`config.mk`:
```
export PLATFORM = sky130hd
export DESIGN_NAME = otbn_pq_bf_sequencer_flat
export DESIGN_NICKNAME = d
export VERILOG_FILES = /design/src/rtl/otbn_pq_bf_sequencer_if.sv /design/src/rtl/otbn_pq_bf_sequencer.sv /design/src/flat_wrapper.sv
export SDC_FILE = /design/constraint.sdc
export NUM_CORES = 1
export LEC_CHECK = 0
export CORE_AREA = 4 4 79 81
export DETAILED_ROUTE_END_ITERATION = 6
export DIE_AREA = 0 0 83 85
export HOLD_SLACK_MARGIN = 0.1
export PLACE_DENSITY = 0.76
export SLEW_MARGIN = 30
export SYNTH_ARGS = -nofsm -noshare
export SYNTH_HDL_FRONTEND = slang
export SYNTH_SLANG_ARGS = --single-unit
```
`constraint.sdc`:
```
create_clock -name clk_i -period 3 [get_ports clk_i]
set_clock_uncertainty 0.05 [all_clocks]
set_input_delay 0.3 -clock clk_i [delete_from_list [all_inputs] [get_ports clk_i]]
set_output_delay 0.3 -clock clk_i [all_outputs]
set_load 0.02 [all_outputs]
```
`src/rtl/otbn_pq_bf_sequencer_if.sv`:
```
// Command and lane-issue bundle between the PQ decoder, the butterfly sequencer
// and the PQ ALU / WDR write port.
interface otbn_pq_bf_sequencer_if #(
   parameter int NumLanes = 8,
   parameter int TwAddrW  = 8
);
   localparam int LaneW = $clog2(NumLanes);

   // Handshake: start_i is a one-cycle request taken only in IDLE; each cycle
   // with valid_o=1 presents one lane op, which is consumed when stall_i=0
   // (wr_en_o=1). done_o / err_o are single-cycle status pulses.
   logic               start_i;
   logic [7:0]         op_i;
   logic [TwAddrW-1:0] tw_base_i;
   logic [TwAddrW-1:0] tw_inc_i;
   logic               stall_i;
   logic               clear_i;
   logic               busy_o;
   logic               valid_o;
   logic [7:0]         op_o;
   logic [LaneW-1:0]   lane_o;
   logic [TwAddrW-1:0] tw_idx_o;
   logic               wr_en_o;
   logic               add_op_en_o;
   logic               mul_op_en_o;
   logic               gs_sub_op_en_o;
   logic               ct_sub_op_en_o;
   logic               done_o;
   logic               err_o;
   logic [1:0]         state_dbg_o;

   modport master (
      output start_i, op_i, tw_base_i, tw_inc_i, stall_i, clear_i,
      input  busy_o, valid_o, op_o, lane_o, tw_idx_o, wr_en_o,
             add_op_en_o, mul_op_en_o, gs_sub_op_en_o, ct_sub_op_en_o,
             done_o, err_o, state_dbg_o
   );

   modport slave (
      input  start_i, op_i, tw_base_i, tw_inc_i, stall_i, clear_i,
      output busy_o, valid_o, op_o, lane_o, tw_idx_o, wr_en_o,
             add_op_en_o, mul_op_en_o, gs_sub_op_en_o, ct_sub_op_en_o,
             done_o, err_o, state_dbg_o
   );
endinterface

```
`src/rtl/otbn_pq_bf_sequencer.sv`:
```
// Expands one PQ vector command into NumLanes lane operations for otbn_pq_alu,
// generating lane selects, twiddle indices and predecoded blanker enables.
module otbn_pq_bf_sequencer #(
   parameter int NumLanes = 8,
   parameter int TwAddrW  = 8
) (
   input logic                  clk_i,
   input logic                  rst_i,
   otbn_pq_bf_sequencer_if.slave bus
);
   localparam int LaneW = $clog2(NumLanes);
   localparam logic [LaneW-1:0] LastLane = LaneW'(NumLanes - 1);

   localparam logic [7:0] AluOpPqNone        = 8'h00;
   localparam logic [7:0] AluOpPqAdd         = 8'h01;
   localparam logic [7:0] AluOpPqSub         = 8'h02;
   localparam logic [7:0] AluOpPqMul         = 8'h03;
   localparam logic [7:0] AluOpPqScale       = 8'h04;
   localparam logic [7:0] AluOpPqButterflyCT = 8'h05;
   localparam logic [7:0] AluOpPqButterflyGS = 8'h06;

   typedef enum logic [1:0] {
      StIdle  = 2'd0,
      StIssue = 2'd1,
      StDone  = 2'd2
   } state_e;

   state_e             state_q, state_d;
   logic [7:0]         op_q, op_d;
   logic [LaneW-1:0]   lane_q, lane_d;
   logic [TwAddrW-1:0] tw_idx_q, tw_idx_d;
   logic [TwAddrW-1:0] tw_inc_q, tw_inc_d;
   logic               valid_q, valid_d;
   logic               busy_q, busy_d;
   logic               done_q, done_d;
   logic               err_q, err_d;
   logic [3:0]         en_q, en_d;  // {add, mul, gs_sub, ct_sub}

   function automatic logic op_supported(input logic [7:0] op);
      case (op)
         AluOpPqAdd, AluOpPqSub, AluOpPqMul, AluOpPqScale,
         AluOpPqButterflyCT, AluOpPqButterflyGS: op_supported = 1'b1;
         default:                                op_supported = 1'b0;
      endcase
   endfunction

   // Must match the enable set the ALU expects for each op, otherwise its
   // predecode cross-check raises alu_predec_error_o.
   function automatic logic [3:0] predecode(input logic [7:0] op);
      case (op)
         AluOpPqAdd:         predecode = 4'b1000;
         AluOpPqSub:         predecode = 4'b0001;
         AluOpPqMul,
         AluOpPqScale:       predecode = 4'b0100;
         AluOpPqButterflyCT: predecode = 4'b1101;
         AluOpPqButterflyGS: predecode = 4'b1110;
         default:            predecode = 4'b0000;
      endcase
   endfunction

   always_comb begin
      state_d  = state_q;
      op_d     = op_q;
      lane_d   = lane_q;
      tw_idx_d = tw_idx_q;
      tw_inc_d = tw_inc_q;
      valid_d  = valid_q;
      busy_d   = busy_q;
      en_d     = en_q;
      done_d   = 1'b0;
      err_d    = 1'b0;

      if (bus.clear_i) begin
         state_d  = StIdle;
         op_d     = AluOpPqNone;
         lane_d   = '0;
         tw_idx_d = '0;
         valid_d  = 1'b0;
         busy_d   = 1'b0;
         en_d     = '0;
      end else begin
         case (state_q)
            StIdle: begin
               if (bus.start_i) begin
                  if (op_supported(bus.op_i)) begin
                     state_d  = StIssue;
                     op_d     = bus.op_i;
                     lane_d   = '0;
                     tw_idx_d = bus.tw_base_i;
                     tw_inc_d = bus.tw_inc_i;
                     valid_d  = 1'b1;
                     busy_d   = 1'b1;
                     en_d     = predecode(bus.op_i);
                  end else begin
                     err_d = 1'b1;
                  end
               end
            end
            StIssue: begin
               err_d = bus.start_i;
               if (!bus.stall_i) begin
                  if (lane_q == LastLane) begin
                     state_d  = StDone;
                     op_d     = AluOpPqNone;
                     lane_d   = '0;
                     tw_idx_d = '0;
                     valid_d  = 1'b0;
                     en_d     = '0;
                     done_d   = 1'b1;
                  end else begin
                     lane_d   = lane_q + 1'b1;
                     tw_idx_d = tw_idx_q + tw_inc_q;
                  end
               end
            end
            StDone: begin
               err_d   = bus.start_i;
               state_d = StIdle;
               busy_d  = 1'b0;
            end
            default: begin
               state_d = StIdle;
               op_d    = AluOpPqNone;
               valid_d = 1'b0;
               busy_d  = 1'b0;
               en_d    = '0;
            end
         endcase
      end
   end

   always_ff @(posedge clk_i or posedge rst_i) begin
      if (rst_i) begin
         state_q  <= StIdle;
         op_q     <= AluOpPqNone;
         lane_q   <= '0;
         tw_idx_q <= '0;
         tw_inc_q <= '0;
         valid_q  <= 1'b0;
         busy_q   <= 1'b0;
         done_q   <= 1'b0;
         err_q    <= 1'b0;
         en_q     <= '0;
      end else begin
         state_q  <= state_d;
         op_q     <= op_d;
         lane_q   <= lane_d;
         tw_idx_q <= tw_idx_d;
         tw_inc_q <= tw_inc_d;
         valid_q  <= valid_d;
         busy_q   <= busy_d;
         done_q   <= done_d;
         err_q    <= err_d;
         en_q     <= en_d;
      end
   end

   assign bus.busy_o         = busy_q;
   assign bus.valid_o        = valid_q;
   assign bus.op_o           = op_q;
   assign bus.lane_o         = lane_q;
   assign bus.tw_idx_o       = tw_idx_q;
   // The write strobe must drop in the same cycle the WDR port reports busy.
   assign bus.wr_en_o        = valid_q & ~bus.stall_i;
   assign bus.add_op_en_o    = en_q[3];
   assign bus.mul_op_en_o    = en_q[2];
   assign bus.gs_sub_op_en_o = en_q[1];
   assign bus.ct_sub_op_en_o = en_q[0];
   assign bus.done_o         = done_q;
   assign bus.err_o          = err_q;
   assign bus.state_dbg_o    = state_q;
endmodule

```
`src/flat_wrapper.sv`:
```
// flat-port wrapper written by rule: the top's interface ports become plain ports
module otbn_pq_bf_sequencer_flat 
#(
   parameter int NumLanes = 8,
   parameter int TwAddrW  = 8
)
  (clk_i, rst_i, bus_start_i, bus_op_i, bus_tw_base_i, bus_tw_inc_i, bus_stall_i, bus_clear_i, bus_busy_o, bus_valid_o, bus_op_o, bus_lane_o, bus_tw_idx_o, bus_wr_en_o, bus_add_op_en_o, bus_mul_op_en_o, bus_gs_sub_op_en_o, bus_ct_sub_op_en_o, bus_done_o, bus_err_o, bus_state_dbg_o);
  otbn_pq_bf_sequencer_if #(.NumLanes(NumLanes), .TwAddrW(TwAddrW)) bus_i ();
  input logic clk_i;
  input logic rst_i;
  input wire logic [$bits(bus_i.start_i)-1:0] bus_start_i;
  input wire logic [$bits(bus_i.op_i)-1:0] bus_op_i;
  input wire logic [$bits(bus_i.tw_base_i)-1:0] bus_tw_base_i;
  input wire logic [$bits(bus_i.tw_inc_i)-1:0] bus_tw_inc_i;
  input wire logic [$bits(bus_i.stall_i)-1:0] bus_stall_i;
  input wire logic [$bits(bus_i.clear_i)-1:0] bus_clear_i;
  output wire logic [$bits(bus_i.busy_o)-1:0] bus_busy_o;
  output wire logic [$bits(bus_i.valid_o)-1:0] bus_valid_o;
  output wire logic [$bits(bus_i.op_o)-1:0] bus_op_o;
  output wire logic [$bits(bus_i.lane_o)-1:0] bus_lane_o;
  output wire logic [$bits(bus_i.tw_idx_o)-1:0] bus_tw_idx_o;
  output wire logic [$bits(bus_i.wr_en_o)-1:0] bus_wr_en_o;
  output wire logic [$bits(bus_i.add_op_en_o)-1:0] bus_add_op_en_o;
  output wire logic [$bits(bus_i.mul_op_en_o)-1:0] bus_mul_op_en_o;
  output wire logic [$bits(bus_i.gs_sub_op_en_o)-1:0] bus_gs_sub_op_en_o;
  output wire logic [$bits(bus_i.ct_sub_op_en_o)-1:0] bus_ct_sub_op_en_o;
  output wire logic [$bits(bus_i.done_o)-1:0] bus_done_o;
  output wire logic [$bits(bus_i.err_o)-1:0] bus_err_o;
  output wire logic [$bits(bus_i.state_dbg_o)-1:0] bus_state_dbg_o;
  assign bus_i.start_i = bus_start_i;
  assign bus_i.op_i = bus_op_i;
  assign bus_i.tw_base_i = bus_tw_base_i;
  assign bus_i.tw_inc_i = bus_tw_inc_i;
  assign bus_i.stall_i = bus_stall_i;
  assign bus_i.clear_i = bus_clear_i;
  assign bus_busy_o = bus_i.busy_o;
  assign bus_valid_o = bus_i.valid_o;
  assign bus_op_o = bus_i.op_o;
  assign bus_lane_o = bus_i.lane_o;
  assign bus_tw_idx_o = bus_i.tw_idx_o;
  assign bus_wr_en_o = bus_i.wr_en_o;
  assign bus_add_op_en_o = bus_i.add_op_en_o;
  assign bus_mul_op_en_o = bus_i.mul_op_en_o;
  assign bus_gs_sub_op_en_o = bus_i.gs_sub_op_en_o;
  assign bus_ct_sub_op_en_o = bus_i.ct_sub_op_en_o;
  assign bus_done_o = bus_i.done_o;
  assign bus_err_o = bus_i.err_o;
  assign bus_state_dbg_o = bus_i.state_dbg_o;
  otbn_pq_bf_sequencer #(.NumLanes(NumLanes), .TwAddrW(TwAddrW)) u_core (.clk_i(clk_i), .rst_i(rst_i), .bus(bus_i));
endmodule
```
==> results.toml <==
[clocking]
cts_setup_buffers = 0
postCtsHoldBufs = 0
cts.clk_slew.worst_paths_ns = 0.08
cts_made_buffers = 5
cts.sink_count = 37
cts_root_buf = "clkbuf_8"
post_cts_resized = 0
cts_tree = "built"
clk_path_buf_depth = 2
worstSkewPairLatency_ns = 0.29
h-tree-depth = 2

[detailed_routing]
avgRoutedWirePerCell_um = 14.77
vias = 1748
vias_per_cell = 5.187
remaining_drc_errors = 0
drtIter0Drc = 70
firstDrtPassIters = 4
drt_wl_total_mm = 4.977
ant_nets = 0

[final_layout]
drive_gt1_frac = 0.1396
layout_common_cells = "58 x clkdlybuf4s50_1, 37 x dfrtp_1, 17 x a21oi_1, 16 x nor2_1, 14 x ha_1"
seq_area_um2 = 925.9
layout_commonest_cell = "clkdlybuf4s50_1"
areaGrowthSynthToFinish_pct = 35.71
diodes = 0
multiInputGateArea_um2 = 1172
postLayoutCoreUtil = 0.5361
n_fill_cell = 504
nets = 308

[grt]
antenna_found_initial = 0
track_usage = 0.1504
grt_start_max_net_pins = 23
grt_pass1_vias = 1732
grt_pass1_wl_mm = 8.473
overflow = 0

[pwr]
peakVddDrop_mv = 0.1661
p_per_area_nw_per_um2 = 403.0
p_seq_frac = 0.464
p_clk_frac = 0.325
power_mw = 1.182
sw_frac_of_total = 0.2696
combPwrFrac = 0.211
p_int_uw = 863.6
p_leak_nw = 1.338
switching_power_uw = 318.7

[synth]
ys_ff_latch = 37
syn-cell-area_um2 = 2162
yosysUniqueCellTypes = 41
syn_inst = 200
yosys.area.top_type = "dfrtp_1"
synth.top_cell.area_share = 0.4282
yosysWarnings = 0
synth_flop_cell = "dfrtp_1"
synth_area_leaders = "dfrtp_1 43%, ha_1 8.1%, mux2_2 6.8%"
synthArstFlopShare = 1.000
syn_nets = 244
synth_edf_count = 0
postSynthAreaPerCell_um2 = 10.81
ys_seq_area_frac = 0.4282

[setup_path]
path_buf_inv = 1
crit_arrival_ns = 2.59
crit_slowest_cell = "a21o_1"
end_kind = "register"
required_ns = 3.14
path_cells = "inv_1, ha_1, nor2_1, a21oi_1, a21o_1, mux2_2"
critPathMaxFanout = 15
crit_family = "compound AO/OA/AOI/OAI gates"
critPathMaxStageDelay_ns = 0.52
path_class = "reg -> reg"
startpoint_type = "register"

[sta]
final.min_clock_period_ns = 2.452
tightest_slew_ns = 0.7756
fin_ws_ns = 0.5478
finalSetupTns_ns = 0
fin_crit_sh = 0.8174
maxSlewViolCount = 0
hold_viol = 0
finalSetupViolations = 0
timing.hold.ws_ns = 0.3121
relSlewSlack = 0.4797
max_freq_ghz = 0.4078
rsz0062_at_grt = "false"

[hold_path]
hp-class = "in -> async"

[place]
place.gp.congestion = 0.8521
port_buffers = 58
dp_hpwl_mm = 3.888
dp_slack_ns = 0.5003

[die]
fp.coreArea_um2 = 5473
io_pins = 59
start_util = 0.3951
num_rows = 27
die_y_um = 85
die-area_um2 = 7055
die_w_um = 83

[job]
maxCapViolations = 0

[run_status]
status = "finished clean"
-- final timing paths --
check | start | to | slack [ns] | depth (start not counted)
min reg2reg | u_core.bus.op_o[7] | u_core.bus.op_o[7] | 0.44 | 1
min | rst_i | u_core.bus.lane_o[0] | 0.31 | 2
min in group clk_i | u_core.bus.op_o[7] | u_core.bus.op_o[7] | 0.44 | 1
max in group asynchronous | rst_i | u_core.bus.op_o[6] | 2.05 | 3
max | u_core.bus.state_dbg_o[1] | u_core.bus.lane_o[0] | 0.55 | 6
max reg2reg | u_core.bus.state_dbg_o[1] | u_core.bus.lane_o[0] | 0.55 | 6
-- power groups by stage --
stage / clock [mW] / combinational, mW / sequential, mW
6_report: 0.384 / 0.250 / 0.548
2_1_floorplan: 0 / 0.134 / 0.570
3_5_place_dp: 0 / 0.251 / 0.558
4_1_cts: 0.399 / 0.251 / 0.548
5_1_grt: 0.425 / 0.276 / 0.552
3_3_place_gp: 0 / 0.248 / 0.556
-- metrics by stage --
stage                     area (um2)  std cells
final                           2934        337
after global routing            2934        337
after CTS                       2934        337
after detailed placement        2833        329
after global placement          2833        329
after floorplan                 2162        200
-- kinds of logic (layout without fill, tap and decap cells) --
family / count (synthesis) / after routing / synth area share
AOI/OAI and AO/OA: 47 / 47 / 0.1516
DFF: 37 / 37 / 0.4282
buffers and inverters: 14 / 79 / 0.02951
and+or+nand+nor: 61 / 61 / 0.1580
adders and majority gates: 15 / 15 / 0.09028
muxes: 23 / 23 / 0.1302
xor gates and xnor gates: 3 / 3 / 0.01215
-- Yosys cell counts (2+ instances only) --
library cell / n
a211oi_1: 9
a21o_1: 4
a21oi_1: 17
a22o_1: 3
a311oi_1: 3
and2_1: 5
and3b_1: 2
clkbuf_1: 3
dfrtp_1: 37
ha_1: 14
inv_1: 9
mux2_2: 13
mux2_4: 7
mux2i_1: 3
nand2_1: 10
nand2b_1: 7
nand3_1: 4
nor2_1: 16
nor2b_1: 6
nor3_1: 3
o21a_1: 2
o21ai_0: 3
xor2_1: 2
-- registers in the layout (all words and copies together) (netlist names) --
| name | flops |
|---|---|
| u_core.bus.busy_o | 1 |
| u_core.bus.done_o | 1 |
| u_core.bus.err_o | 1 |
| u_core.bus.lane_o | 3 |
| u_core.bus.op_o | 8 |
| u_core.bus.state_dbg_o | 2 |
| u_core.bus.tw_idx_o | 8 |
| u_core.bus.valid_o | 1 |
| u_core.en_q | 4 |
| u_core.tw_inc_q | 8 |
-- cell type report --
type	count	share of cell area
Inverter	9	0.01151
Multi-Input combinational cell	149	0.3996
Tap cell	72	0.03070
Clock buffer	7	0.03284
Sequential cell	37	0.3156
Timing Repair Buffer	62	0.2081
Clock inverter	1	0.001706
-- routing by layer --
metal | global-route usage | wire (um)
met4 | 0.05349 | 83
met3 | 0.04563 | 215
met5 | 0 | 0
met1 | 0.2035 | 2464
met2 | 0.2281 | 2214
-- worst reg2reg max path, delay by kind of cell, from the launching register on --
family / cells / cell delay, ns
DFF: 1 / 0.42
AOI/OAI and AO/OA: 2 / 0.79
and+or+nand+nor: 1 / 0.12
buffers and inverters: 1 / 0.13
adders and majority gates: 1 / 0.45
muxes: 1 / 0.40
Note: power is estimated with default switching activity, not from simulation.
